## src/rtl/fir_pkg.sv

```systemverilog
`default_nettype none
// ============================================================================
//  Module      : fir_pkg
//  Description : Shared types and helpers for the FIR sample-window manager:
//                state encoding, width helpers and the tap-count clamp.
//  Revision    : 1.0 - initial release
// ============================================================================
package fir_pkg;

    // Control states of the window manager
    typedef enum logic [2:0] {
        ST_IDLE    = 3'd0,
        ST_CLEAR   = 3'd1,
        ST_WAIT_IN = 3'd2,
        ST_SEQ     = 3'd3,
        ST_DONE    = 3'd4
    } state_t;

    // Address width of the window RAM; never narrower than one bit
    function automatic int fir_tap_w(input int max_tap);
        return (max_tap > 1) ? $clog2(max_tap) : 1;
    endfunction

    // Width able to hold a tap count of 0..max_tap
    function automatic int fir_tn_w(input int max_tap);
        return $clog2(max_tap + 1);
    endfunction

    // Width able to hold a sample count of 0..max_data
    function automatic int fir_cnt_w(input int max_data);
        return $clog2(max_data + 1);
    endfunction

    // Zero taps behaves as one tap; oversized requests saturate at the RAM depth
    function automatic int fir_tn_clamp(input int tap_num, input int max_tap);
        if (tap_num < 1) begin
            return 1;
        end
        if (tap_num > max_tap) begin
            return max_tap;
        end
        return tap_num;
    endfunction

endpackage
`default_nettype wire

```

## src/rtl/fir_ring_addr.sv

```systemverilog
`default_nettype none
// ============================================================================
//  Module      : fir_ring_addr
//  Description : Circular-window address generator. Holds the write pointer
//                and the tap index k, and produces (wr_ptr - k) mod tn using
//                a one-bit-wider subtract with a +tn correction on underflow.
//  Revision    : 1.0 - initial release
// ============================================================================
module fir_ring_addr
    import fir_pkg::*;
#(
    parameter int TAP_W = 5,
    parameter int TN_W  = 6
) (
    input  logic             aclk,
    input  logic             aresetn,
    input  logic [TN_W-1:0]  tn_i,
    input  logic             start_seq_i,
    input  logic             step_i,
    input  logic             advance_i,
    output logic [TAP_W-1:0] rd_addr_o,
    output logic [TAP_W-1:0] k_o,
    output logic             k_last_o
);

    logic [TAP_W-1:0] wr_ptr_q, wr_ptr_d;
    logic [TAP_W-1:0] k_q, k_d;
    logic [TN_W-1:0]  w_tn_last;
    logic             w_wr_last;
    logic [TAP_W:0]   w_diff;
    logic [TAP_W:0]   w_tn_ext;

    // Terminal-count detection and the wrapped read address
    always_comb begin
        w_tn_last = tn_i - TN_W'(1);
        k_last_o  = (TN_W'(k_q) == w_tn_last);
        w_wr_last = (TN_W'(wr_ptr_q) == w_tn_last);
        w_diff    = {1'b0, wr_ptr_q} - {1'b0, k_q};
        w_tn_ext  = (TAP_W+1)'(tn_i);
        rd_addr_o = w_diff[TAP_W] ? TAP_W'(w_diff + w_tn_ext) : w_diff[TAP_W-1:0];
        k_o       = k_q;
    end

    // Next-state: k wraps at tn-1, wr_ptr advances once per finished sequence
    always_comb begin
        k_d      = k_q;
        wr_ptr_d = wr_ptr_q;
        if (start_seq_i) begin
            k_d      = '0;
            wr_ptr_d = '0;
        end else begin
            if (step_i) begin
                k_d = k_last_o ? '0 : k_q + TAP_W'(1);
            end
            if (advance_i) begin
                wr_ptr_d = w_wr_last ? '0 : wr_ptr_q + TAP_W'(1);
            end
        end
    end

    // Pointer and index registers
    always_ff @(posedge aclk or negedge aresetn) begin
        if (!aresetn) begin
            k_q      <= '0;
            wr_ptr_q <= '0;
        end else begin
            k_q      <= k_d;
            wr_ptr_q <= wr_ptr_d;
        end
    end

endmodule
`default_nettype wire

```

## src/rtl/fir_data_buffer.sv

```systemverilog
`default_nettype none
// ============================================================================
//  Module      : fir_data_buffer
//  Description : FIR sample-window manager between an AXI-Stream input and
//                the MAC datapath. Clears the window, stores each sample in a
//                circular BRAM and replays the last tn samples newest-first
//                with matching coefficient addresses.
//                Optional: define FIR_DBUF_TLAST_CHECK_EN to enable the
//                sticky err_tlast framing check.
//  Revision    : 1.0 - initial release
// ============================================================================
module fir_data_buffer
    import fir_pkg::*;
#(
    parameter int  DATA_WIDTH   = 32,
    parameter int  MAX_TAP_NUM  = 32,
    parameter int  MAX_DATA_NUM = 1024,
    localparam int TAP_W        = fir_tap_w(MAX_TAP_NUM),
    localparam int TN_W         = fir_tn_w(MAX_TAP_NUM),
    localparam int CNT_W        = fir_cnt_w(MAX_DATA_NUM),
    localparam int KEEP_W       = DATA_WIDTH / 8
) (
    input  logic                  aclk,
    input  logic                  aresetn,
    input  logic                  ap_start,
    output logic                  ap_done,
    output logic                  ap_idle,
    input  logic [TN_W-1:0]       tap_num,
    input  logic [CNT_W-1:0]      data_num,
    input  logic                  s_tvalid,
    output logic                  s_tready,
    input  logic [DATA_WIDTH-1:0] s_tdata,
    input  logic [KEEP_W-1:0]     s_tkeep,
    input  logic                  s_tlast,
    output logic                  bram_en,
    output logic [KEEP_W-1:0]     bram_we,
    output logic [TAP_W-1:0]      bram_addr,
    output logic [DATA_WIDTH-1:0] bram_di,
    input  logic [DATA_WIDTH-1:0] bram_do,
    output logic                  tap_en,
    output logic [TAP_W-1:0]      tap_addr,
    output logic                  mac_valid,
    output logic [DATA_WIDTH-1:0] mac_data,
    output logic                  mac_first,
    output logic                  mac_last,
    output logic                  err_tlast
);

    state_t           state_q;
    logic [TN_W-1:0]  tn_q;
    logic [CNT_W-1:0] dn_q;
    logic [CNT_W-1:0] count_q;
    logic             mac_valid_q;
    logic             mac_first_q;
    logic             mac_last_q;
    logic [TAP_W-1:0] w_rd_addr;
    logic [TAP_W-1:0] w_k;
    logic             w_k_last;
    logic             w_start_seq;
    logic             w_step;
    logic             w_advance;

    assign w_start_seq = (state_q == ST_IDLE);
    assign w_step      = (state_q == ST_CLEAR) || (state_q == ST_SEQ);
    assign w_advance   = (state_q == ST_SEQ) && w_k_last;

    fir_ring_addr #(
        .TAP_W (TAP_W),
        .TN_W  (TN_W)
    ) u_ring (
        .aclk        (aclk),
        .aresetn     (aresetn),
        .tn_i        (tn_q),
        .start_seq_i (w_start_seq),
        .step_i      (w_step),
        .advance_i   (w_advance),
        .rd_addr_o   (w_rd_addr),
        .k_o         (w_k),
        .k_last_o    (w_k_last)
    );

    // Control FSM with latched run parameters and registered MAC framing
    always_ff @(posedge aclk or negedge aresetn) begin
        if (!aresetn) begin
            state_q     <= ST_IDLE;
            tn_q        <= '0;
            dn_q        <= '0;
            count_q     <= '0;
            mac_valid_q <= 1'b0;
            mac_first_q <= 1'b0;
            mac_last_q  <= 1'b0;
        end else begin
            mac_valid_q <= (state_q == ST_SEQ);
            mac_first_q <= (state_q == ST_SEQ) && (w_k == '0);
            mac_last_q  <= (state_q == ST_SEQ) && w_k_last;
            case (state_q)
                ST_IDLE: begin
                    if (ap_start) begin
                        tn_q    <= TN_W'(fir_tn_clamp(int'(tap_num), MAX_TAP_NUM));
                        dn_q    <= data_num;
                        count_q <= '0;
                        state_q <= ST_CLEAR;
                    end
                end
                ST_CLEAR: begin
                    if (w_k_last) begin
                        state_q <= (dn_q == '0) ? ST_DONE : ST_WAIT_IN;
                    end
                end
                ST_WAIT_IN: begin
                    if (s_tvalid) begin
                        count_q <= count_q + CNT_W'(1);
                        state_q <= ST_SEQ;
                    end
                end
                ST_SEQ: begin
                    if (w_k_last) begin
                        state_q <= (count_q == dn_q) ? ST_DONE : ST_WAIT_IN;
                    end
                end
                ST_DONE: begin
                    state_q <= ST_IDLE;
                end
                default: begin
                    state_q <= ST_IDLE;
                end
            endcase
        end
    end

`ifdef FIR_DBUF_TLAST_CHECK_EN
    logic err_tlast_q;

    // Sticky framing check: tlast must appear exactly on the final sample
    always_ff @(posedge aclk or negedge aresetn) begin
        if (!aresetn) begin
            err_tlast_q <= 1'b0;
        end else if ((state_q == ST_IDLE) && ap_start) begin
            err_tlast_q <= 1'b0;
        end else if ((state_q == ST_WAIT_IN) && s_tvalid) begin
            if (s_tlast != ((count_q + CNT_W'(1)) == dn_q)) begin
                err_tlast_q <= 1'b1;
            end
        end
    end

    assign err_tlast = err_tlast_q;
`else
    logic w_unused_tlast;
    assign w_unused_tlast = s_tlast;
    assign err_tlast      = 1'b0;
`endif

    // BRAM and coefficient port decode from the current state
    always_comb begin
        bram_en   = 1'b0;
        bram_we   = '0;
        bram_addr = '0;
        bram_di   = '0;
        tap_en    = 1'b0;
        tap_addr  = '0;
        case (state_q)
            ST_CLEAR: begin
                bram_en   = 1'b1;
                bram_we   = '1;
                bram_addr = w_k;
            end
            ST_WAIT_IN: begin
                // k is zero here, so the ring read address equals wr_ptr
                if (s_tvalid) begin
                    bram_en   = 1'b1;
                    bram_we   = s_tkeep;
                    bram_addr = w_rd_addr;
                    bram_di   = s_tdata;
                end
            end
            ST_SEQ: begin
                bram_en   = 1'b1;
                bram_addr = w_rd_addr;
                tap_en    = 1'b1;
                tap_addr  = w_k;
            end
            default: begin
            end
        endcase
    end

    assign s_tready  = (state_q == ST_WAIT_IN);
    assign ap_idle   = (state_q == ST_IDLE);
    assign ap_done   = (state_q == ST_DONE);
    assign mac_valid = mac_valid_q;
    assign mac_first = mac_first_q;
    assign mac_last  = mac_last_q;
    assign mac_data  = bram_do;

endmodule
`default_nettype wire
```

## config.mk

```make
export PLATFORM = sky130hd
export DESIGN_NAME = fir_data_buffer
export DESIGN_NICKNAME = d
export VERILOG_FILES = /design/src/rtl/fir_pkg.sv /design/src/rtl/fir_ring_addr.sv /design/src/rtl/fir_data_buffer.sv
export SDC_FILE = /design/constraint.sdc
export NUM_CORES = 1
export LEC_CHECK = 0
export CAP_MARGIN = 20
export CORE_MARGIN = 2
export CORE_UTILIZATION = 35
export DETAILED_ROUTE_END_ITERATION = 10
export PLACE_DENSITY = 0.72
export SYNTH_ARGS = -nofsm -noshare
export SYNTH_HDL_FRONTEND = slang
export SYNTH_SLANG_ARGS = --single-unit
```

## constraint.sdc

```tcl
create_clock -name aclk -period 6.8 [get_ports aclk]
set_clock_uncertainty 0.05 [all_clocks]
set_input_delay 1.7 -clock aclk [delete_from_list [all_inputs] [get_ports aclk]]
set_output_delay 1.7 -clock aclk [all_outputs]
set_load 0.01 [all_outputs]
```

==> impl_metrics.ini, run 1 <==
[placement]
place_inst = 596
place.port_buffers = 110
place.gp.congestion = 0.878
hpwl_mm = 6.57

[synth]
synth_edf_count = 0
async_flop_share = 1.00
netlist_area_um2 = 3460
ys_seq_area_frac = 0.318
yosys_warnings = 0
netlist_instances = 403
synth_seq_cells = 44
synth_cell_types = 58
synth_fa_ha_area_frac = 0.0623
synth_xor_area_frac = 0.103
netlist.area_leader.share = 0.318
synth-simple-area-share = 0.276
synth-compound-area-share = 0.109
synth_top_family_by_area = simple AND/OR/NAND/NOR gates
synthMuxAreaShare = 0.0119
yosysTopAreaCell = dfrtp_1
synth_nets = 509
syn_area_per_cell_um2 = 8.58
synthTopCellsByArea = dfrtp_1 (32%), buf_4 (7.2%), nand2_1 (6.3%)
ys.flop_type = dfrtp_1

[clock_network]
post_cts_buffers = 0
postCtsResizedCells = 0
cts.path.max_buffers = 2
cts_hold_buf = 0
cts_tree = yes
numCtsBuffers = 5
h-tree-depth = 2
clockRootBuffer = clkbuf_8
clkTransAtPathRegs_ns = 0.08
cts_sinks = 44
worstSkewPairLatency_ns = 0.31

[sta]
fin_crit_sh = 0.793
relSlewSlack = 0.445
finalHoldViolations = 0
rsz0062_at_grt = false
fmax_mhz = 185
worst_hold_slack_ns = 0.476
fin_crit_ns = 5.39
setup_violations = 0
maxSlewViolCount = 0
tightest_slew_ns = 0.830
setup_tns_ns = 0

[critical_path]
start_kind = primary input
path_class = primary input to primary output
cpMostUsedCell = clkdlybuf4s50_1
crit_family = buffers and inverters
slowest_delay_ns = 0.55
cp_num_buf_inv = 3
path_cells = clkdlybuf4s50_1 > nor4bb_4 > buf_4 > and2_1 > clkdlybuf4s50_1
end_kind = primary output
arrival_ns = 3.64
worstPathMaxFanout = 42
crit_required_ns = 5.05
slowest_stage = clkdlybuf4s50_1

[power]
power.switching_mw = 0.853
netSwitchingFraction = 0.441
seqPwrFrac = 0.252
internal_power_mw = 1.08
ir_worst_vdd_uv = 304
power.density_nw_per_um2 = 428
pwr-share-clk = 0.087
power_mw = 1.93
p_comb_frac = 0.661
leakage_nw = 1.94

[flow_run]
cap_violations = 0

[route]
routed_via_density = 4.82
remaining_drc_errors = 0
drt_iter0_markers = 107
firstDrtPassIters = 4
postRouteWirelength_mm = 8.58
ant_nets = 0
detail_route.wl_per_cell_um = 14.2
vias = 2914

[run_status]
outcome = completed

[global_route]
grt_pass1_wl_mm = 13.4
track_usage = 0.158
grt_max_degree = 45
grt.overflow.total = 0
antenna_found_initial = 0
grt_pass1_vias = 2723

[floorplanning]
coreArea_um2 = 9680
die_h_um = 103
die_w_um = 103
initial_core_util = 0.357
ios = 177
row_count = 36
fp.dieArea_um2 = 10700

[cells_and_area]
layout_common_cells = clkdlybuf4s50_1 (109), nand2_1 (58), dfrtp_1 (44)
utilization = 0.467
final_common_cell = clkdlybuf4s50_1
num-nets-final = 577
syn_to_final_growth_pct = 30.7
drive_gt1_frac = 0.0551
fin_cells = 605
antennaDiodeCount = 0

[worst_hold_path]
hold_class = register to register
## routing by layer
layer | global-route usage | vias to the layer above | routed length (um)
met1 | 0.222 | 1396 | 3900
met2 | 0.249 | 55 | 4300
li1 | - | 1456 | -
met3 | 0.0349 | 7 | 319
met5 | 0 | - | 0
met4 | 0.0354 | 0 | 63
## power by group through the flow
stage,logic [mW],registers [mW],clock network (mW)
floorplan,0.893,0.433,0
global placement,1.25,0.489,0
detailed placement,1.28,0.494,0
CTS,1.29,0.488,0.172
global route,1.41,0.505,0.186
finish,1.28,0.488,0.168
## registers in the layout (all words and copies together) (netlist names)
register and flops:
dn_q 11, mac_last 1, mac_valid 1, u_ring.k_o 5, tn_q 6, u_ring.wr_ptr_q 5
mac_first 1, state_q 3, count_q 11
## worst min-delay path: stages (launching register included)
cell	delay [ns]
dfrtp_1	0.38
nand2_1	0.06
nand2_1	0.06
## path summary, 6_finish.rpt
check	start	end	slack [ns]	depth (start not counted)
max	s_tvalid	bram_di[8]	1.41	5
min	dn_q[0]	dn_q[0]	0.48	2
max reg2reg	tn_q[0]	u_ring.wr_ptr_q[3]	4.35	8
min reg2reg	dn_q[0]	dn_q[0]	0.48	2
max in group asynchronous	aresetn	tn_q[1]	4.94	2
min in group asynchronous	aresetn	state_q[0]	1.26	1
## layout make-up
cell class              instances  area (um^2)
multi-input cells             290         1970
clock buffers                   5         68.8
clock inverters                 3         18.8
fillers                       916         5160
well taps                     133          166
repair buffers                113         1130
flip-flops and latches         44         1100
inverters                      17         63.8
## metrics by stage
stage / worst slack, ns / area [um^2]
after floorplan: 2.42 / 3460
after global placement: 1.42 / 4410
after detailed placement: 1.41 / 4410
after CTS: 1.39 / 4500
after global routing: 1.29 / 4520
final: 1.41 / 4520
## synth_stat cells, types with 3 or more instances
master and n:
nand2_1 58, dfrtp_1 44, buf_4 33, and2_1 32, nor2_1 28, xnor2_1 23
inv_1 15, xor2_1 15, ha_1 14, clkbuf_1 13, nand3_1 13, a21oi_1 10
nand4_1 9, a21o_1 8, o21ai_1 8, nor4_1 7, a22o_1 5, nand2b_1 4
nand3b_1 4, o21ai_0 4, buf_6 3, mux2i_1 3, nor3_1 3, nor3b_1 3
## logic make-up after synthesis
family | after synthesis
other | 1
AO/OA/AOI/OAI | 52
flip-flops | 44
XOR/XNOR | 39
multiplexers | 4
adder cells (fa/ha/maj) | 16
buffers and inverters | 69
AND/OR/NAND/NOR | 178
No activity file was read; power rests on OpenSTA's default activity.
==> run 2, diff against run 1 <==
--- a/config.mk
+++ b/config.mk
@@ -9,7 +9,7 @@
 export CORE_MARGIN = 2
 export CORE_UTILIZATION = 35
 export DETAILED_ROUTE_END_ITERATION = 10
-export PLACE_DENSITY = 0.72
+export PLACE_DENSITY = 0.75
 export SYNTH_ARGS = -nofsm -noshare
 export SYNTH_HDL_FRONTEND = slang
 export SYNTH_SLANG_ARGS = --single-unit
==> constraint.sdc (replaced) <==
create_clock -name aclk -period 4.5 [get_ports aclk]
set_clock_uncertainty 0.05 [all_clocks]
set_input_delay 1.125 -clock aclk [delete_from_list [all_inputs] [get_ports aclk]]
set_output_delay 1.125 -clock aclk [all_outputs]
set_load 0.01 [all_outputs]
==> run 2 against run 1 <==
  * Die area did not move
  * Routed wire length grew 1.1%
  * Combinational power rose by 55%
  * Worst setup slack lost 1.2 ns
  * Sequential power rose by 46%
  * Global-route usage increased by 0.22 points
  * Flip-flop and latch count unchanged
  * Count of clock-buffer cells in the layout grew 2
  * Sequential share of layout area decreased by 0.27 points
  * Via count increased by 1.7%
  * Critical endpoint is now bram_addr[4]
  * Largest cell class unchanged
==> impl_metrics.ini, run 2 (same netlist as run 1, synthesis figures left out) <==
[run_status]
outcome = completed

[placement]
place.port_buffers = 110
place.gp.congestion = 0.927
hpwl_mm = 6.77
placed_area_um2 = 4440
place_ws_ns = 0.131

[critical_path]
path_class = register to primary output
arrival_ns = 3.11
crit_required_ns = 3.32
cp-startpoint = u_ring.wr_ptr_q[0]
end_kind = primary output
worst_r2r_path_depth = 8
worstPathMaxFanout = 3
start_kind = register
crit_end = bram_addr[4]
r2r_setup_slack_ns = 2.07
r2r_start = tn_q[0]
r2r_end = u_ring.wr_ptr_q[3]

[power]
leakage_nw = 1.97
power.density_nw_per_um2 = 647
ir_worst_vdd_uv = 410

[global_route]
track_usage = 0.160
grt_pass1_vias = 2824
busiest_layer = met2
met1_usage = 0.223
met2_usage = 0.260
grt_max_degree = 45
grt.met3_usage = 0.0249
grt_pass1_wl_mm = 13.7
grt.overflow.total = 0
antenna_found_initial = 0

[route]
routed_via_density = 4.86
drt_iter0_markers = 108
firstDrtPassIters = 4
vias = 2963
postRouteWirelength_mm = 8.68
ant_nets = 0
detail_route.wl_per_cell_um = 14.2
remaining_drc_errors = 0

[clock_network]
h-tree-depth = 2
cts_sinks = 44
cts_tree = yes
clockRootBuffer = clkbuf_8
numCtsBuffers = 5
clkTransAtPathRegs_ns = 0.08
cts.path.max_buffers = 2
worstSkewPairLatency_ns = 0.30

[sta]
rsz0062_at_grt = false
setup_violations = 0
worst_hold_slack_ns = 0.485
relSlewSlack = 0.432
setup_ws_ns = 0.213
maxSlewViolCount = 0
fmax_mhz = 233
fin_crit_sh = 0.953
fin_crit_ns = 4.29
finalHoldViolations = 0
tightest_slew_ns = 0.848
setup_tns_ns = 0

[floorplanning]
ios = 177
initial_core_util = 0.357
coreArea_um2 = 9680
die_h_um = 103
fp.dieArea_um2 = 10700
row_count = 36
die_w_um = 103

[cells_and_area]
syn_to_final_growth_pct = 32.2
final_common_cell = clkdlybuf4s50_1
layout_common_cells = clkdlybuf4s50_1 (108), nand2_1 (58), dfrtp_1 (44)
drive_gt1_frac = 0.0650
antennaDiodeCount = 0
largestRegisters = count_q x11, dn_q x11, tn_q x6
stdcell_area_um2 = 4570
num-nets-final = 582

[flow_run]
cap_violations = 0

[worst_hold_path]
hold_class = register to register
==> run 2: what timing repair did <==
action                                  in CTS  in global routing
buffers inserted                             1                  0
gates resized for setup                      2                  0
hold buffers                                 0                  0
endpoints found under the setup margin       1                  0
==> run 2: layout make-up <==
type	count	area, um^2
Clock buffer	7	86.3
Clock inverter	1	7.51
Fill cell	912	5110
Inverter	17	63.8
Multi-Input combinational cell	290	1980
Sequential cell	44	1100
Tap cell	133	166
Timing Repair Buffer	118	1170
==> run 2: per-stage QoR <==
step,cells,util,total power [mW]
global placement,600,0.459,2.65
finish,610,0.472,2.96
CTS,609,0.470,2.98
detailed placement,600,0.459,2.71
global route,610,0.472,3.23
floorplan,403,-,2.00
==> run 2: worst min path at each step <==
| stage | end | depth (start not counted) | start | slack, ns |
|---|---|---|---|---|
| 2_1_floorplan | dn_q[0] | 2 | dn_q[0] | 0.44 |
| 6_report | dn_q[9] | 2 | dn_q[9] | 0.48 |
| 3_3_place_gp | dn_q[9] | 2 | dn_q[9] | 0.47 |
| 5_1_grt | dn_q[9] | 2 | dn_q[9] | 0.52 |
| 4_1_cts | dn_q[9] | 2 | dn_q[9] | 0.49 |
| 3_5_place_dp | dn_q[9] | 2 | dn_q[9] | 0.47 |
==> run 2: per-layer routing <==
| metal | wire [um] | vias up |
|---|---|---|
| met5 | 0 | - |
| met4 | 66 | 0 |
| met3 | 427 | 11 |
| met2 | 4400 | 83 |
| met1 | 3780 | 1402 |
| li1 | - | 1467 |
==> run 2: worst max-delay path, cell delays in order (launching register included) <==
cell           delay, ns
dfrtp_1             0.35
inv_1               0.08
ha_1                0.23
fa_1                0.49
inv_1               0.07
fa_1                0.44
a21o_1              0.18
a21oi_1             0.16
xnor2_1             0.15
o211ai_1            0.13
xnor2_1             0.18
o21ai_1             0.07
dlygate4sd2_1       0.30
==> run 2: power by group <==
group          internal, mW  total [mW]  switching, mW
registers             0.522       0.713          0.191
clock network         0.125       0.261          0.136
logic                  1.02        1.98          0.960
==> run 3, diff against run 2 <==
--- a/config.mk
+++ b/config.mk
@@ -9,6 +9,7 @@
 export CORE_MARGIN = 2
 export CORE_UTILIZATION = 35
 export DETAILED_ROUTE_END_ITERATION = 10
+export GPL_TIMING_DRIVEN = 0
 export PLACE_DENSITY = 0.75
 export SYNTH_ARGS = -nofsm -noshare
 export SYNTH_HDL_FRONTEND = slang
==> run 3 against run 2 <==
  * Largest cell class unchanged
  * Clock power rose by 26%
  * Die area stayed put
  * First-iteration DRC count up 2.8%
  * Critical path depth down 6
  * Critical endpoint is now bram_di[29]
  * Critical path type is now primary input to primary output
  * Fmax down 1.9%
==> impl_metrics.ini, run 3 (same netlist as run 1, synthesis figures left out) <==
[power]
leakage_nw = 2.28
power.density_nw_per_um2 = 598
ir_worst_vdd_uv = 389

[route]
postRouteWirelength_mm = 9.60
firstDrtPassIters = 4
ant_nets = 0
remaining_drc_errors = 0
detail_route.wl_per_cell_um = 13.9
routed_via_density = 4.77
drt_iter0_markers = 111
vias = 3286

[global_route]
antenna_found_initial = 0
grt_pass1_vias = 3107
grt_pass1_wl_mm = 14.9
grt.overflow.total = 0
grt_max_degree = 32
track_usage = 0.175

[floorplanning]
fp.dieArea_um2 = 10700
ios = 177
die_h_um = 103
row_count = 36
coreArea_um2 = 9680
initial_core_util = 0.357
die_w_um = 103

[flow_run]
cap_violations = 0

[clock_network]
numCtsBuffers = 5
cts_sinks = 44
clockRootBuffer = clkbuf_8
clkTransAtPathRegs_ns = 0.08
cts.path.max_buffers = 2
worstSkewPairLatency_ns = 0.30
cts_tree = yes
h-tree-depth = 2
cts_hold_buf = 0

[sta]
rsz0062_at_grt = false
fmax_mhz = 229
maxSlewViolCount = 0
finalHoldViolations = 0
fin_crit_ns = 4.37
relSlewSlack = 0.442
tightest_slew_ns = 0.829
worst_hold_slack_ns = 0.487
setup_tns_ns = 0
setup_violations = 0
fin_crit_sh = 0.971

[placement]
place.port_buffers = 142
hpwl_mm = 7.65
place.gp.congestion = 0.878

[critical_path]
end_kind = primary output
path_class = primary input to primary output
crit_required_ns = 3.32
worstPathMaxFanout = 10
arrival_ns = 3.19
start_kind = primary input

[worst_hold_path]
hold_class = register to register

[cells_and_area]
drive_gt1_frac = 0.124
num-nets-final = 661
final_common_cell = clkdlybuf4s50_1
largestRegisters = count_q x11, dn_q x11, tn_q x6
layout_common_cells = clkdlybuf4s50_1 (140), nand2_1 (58), dfrtp_1 (42)
syn_to_final_growth_pct = 50.4
utilization = 0.537
antennaDiodeCount = 0

[run_status]
outcome = completed
[run 3: changes by cell type in the layout (fill, tap and decap cells not counted), sizes merged]
cell           previous run  this run
clkdlybuf4s50           108       140
bufinv                    0         1
clkinv                    0         1
dlygate4sd2               1         0
clkbuf                    7        20
buf                       9        43
clkinvlp                  1         0
[run 3: worst paths after layout]
kind | startpoint | endpoint | slack (ns) | depth (start not counted)
min reg2reg | dn_q[7] | dn_q[7] | 0.49 | 2
max reg2reg | tn_q[0] | u_ring.wr_ptr_q[3] | 2.02 | 8
min | dn_q[7] | dn_q[7] | 0.49 | 2
max in group asynchronous | aresetn | u_ring.k_o[0] | 3.26 | 2
max | s_tvalid | bram_di[29] | 0.13 | 6
min in group asynchronous | aresetn | count_q[8] | 0.66 | 1
[run 3: repair_timing]
| action | 4_1_cts | 5_1_grt |
|---|---|---|
| pin swaps | 0 | 1 |
| buffers inserted | 1 | 1 |
| endpoints found under the setup margin | 7 | 3 |
| resized for setup | 4 | 6 |
[run 3: worst max-delay path: stages]
cell,delay (ns)
clkdlybuf4s50_1,0.51
nor4bb_1,0.27
clkbuf_2,0.25
clkbuf_1,0.29
and2_1,0.19
clkdlybuf4s50_1,0.55
[run 3: cell type report]
class	instances	area, um^2
clock inverters	2	38.8
plain buffers	52	347
multi-input cells	290	1950
flip-flops and latches	44	1100
well taps	133	166
inverters	17	63.8
clock buffers	6	82.6
fillers	924	4480
repair buffers	145	1450
[run 3: stage by stage]
| step | instance area [um^2] | worst slack (ns) | total power [mW] | std cells |
|---|---|---|---|---|
| 2_1_floorplan | 3460 | 0.787 | 2.00 | 403 |
| 3_3_place_gp | 5040 | -0.0209 | 2.71 | 678 |
| 3_5_place_dp | 5060 | -0.0171 | 2.77 | 679 |
| 4_1_cts | 5190 | 0.0857 | 3.11 | 688 |
| 5_1_grt | 5200 | 0.0198 | 3.39 | 689 |
| 6_report | 5200 | 0.132 | 3.11 | 689 |
[run 3: metal layers]
metal / up-vias / share of wire / GRT usage
li1: 1630 / - / -
met1: 1557 / 0.42 / 0.240
met2: 87 / 0.53 / 0.290
met3: 12 / 0.041 / 0.0349
met4: 0 / 0.010 / 0.0334
met5: - / 0 / 0
[run 3: report_power, final]
part	internal, mW	switching (mW)	total [mW]
Sequential	0.525	0.162	0.687
Combinational	1.07	1.03	2.09
Clock	0.182	0.146	0.328
Total	1.77	1.34	3.11
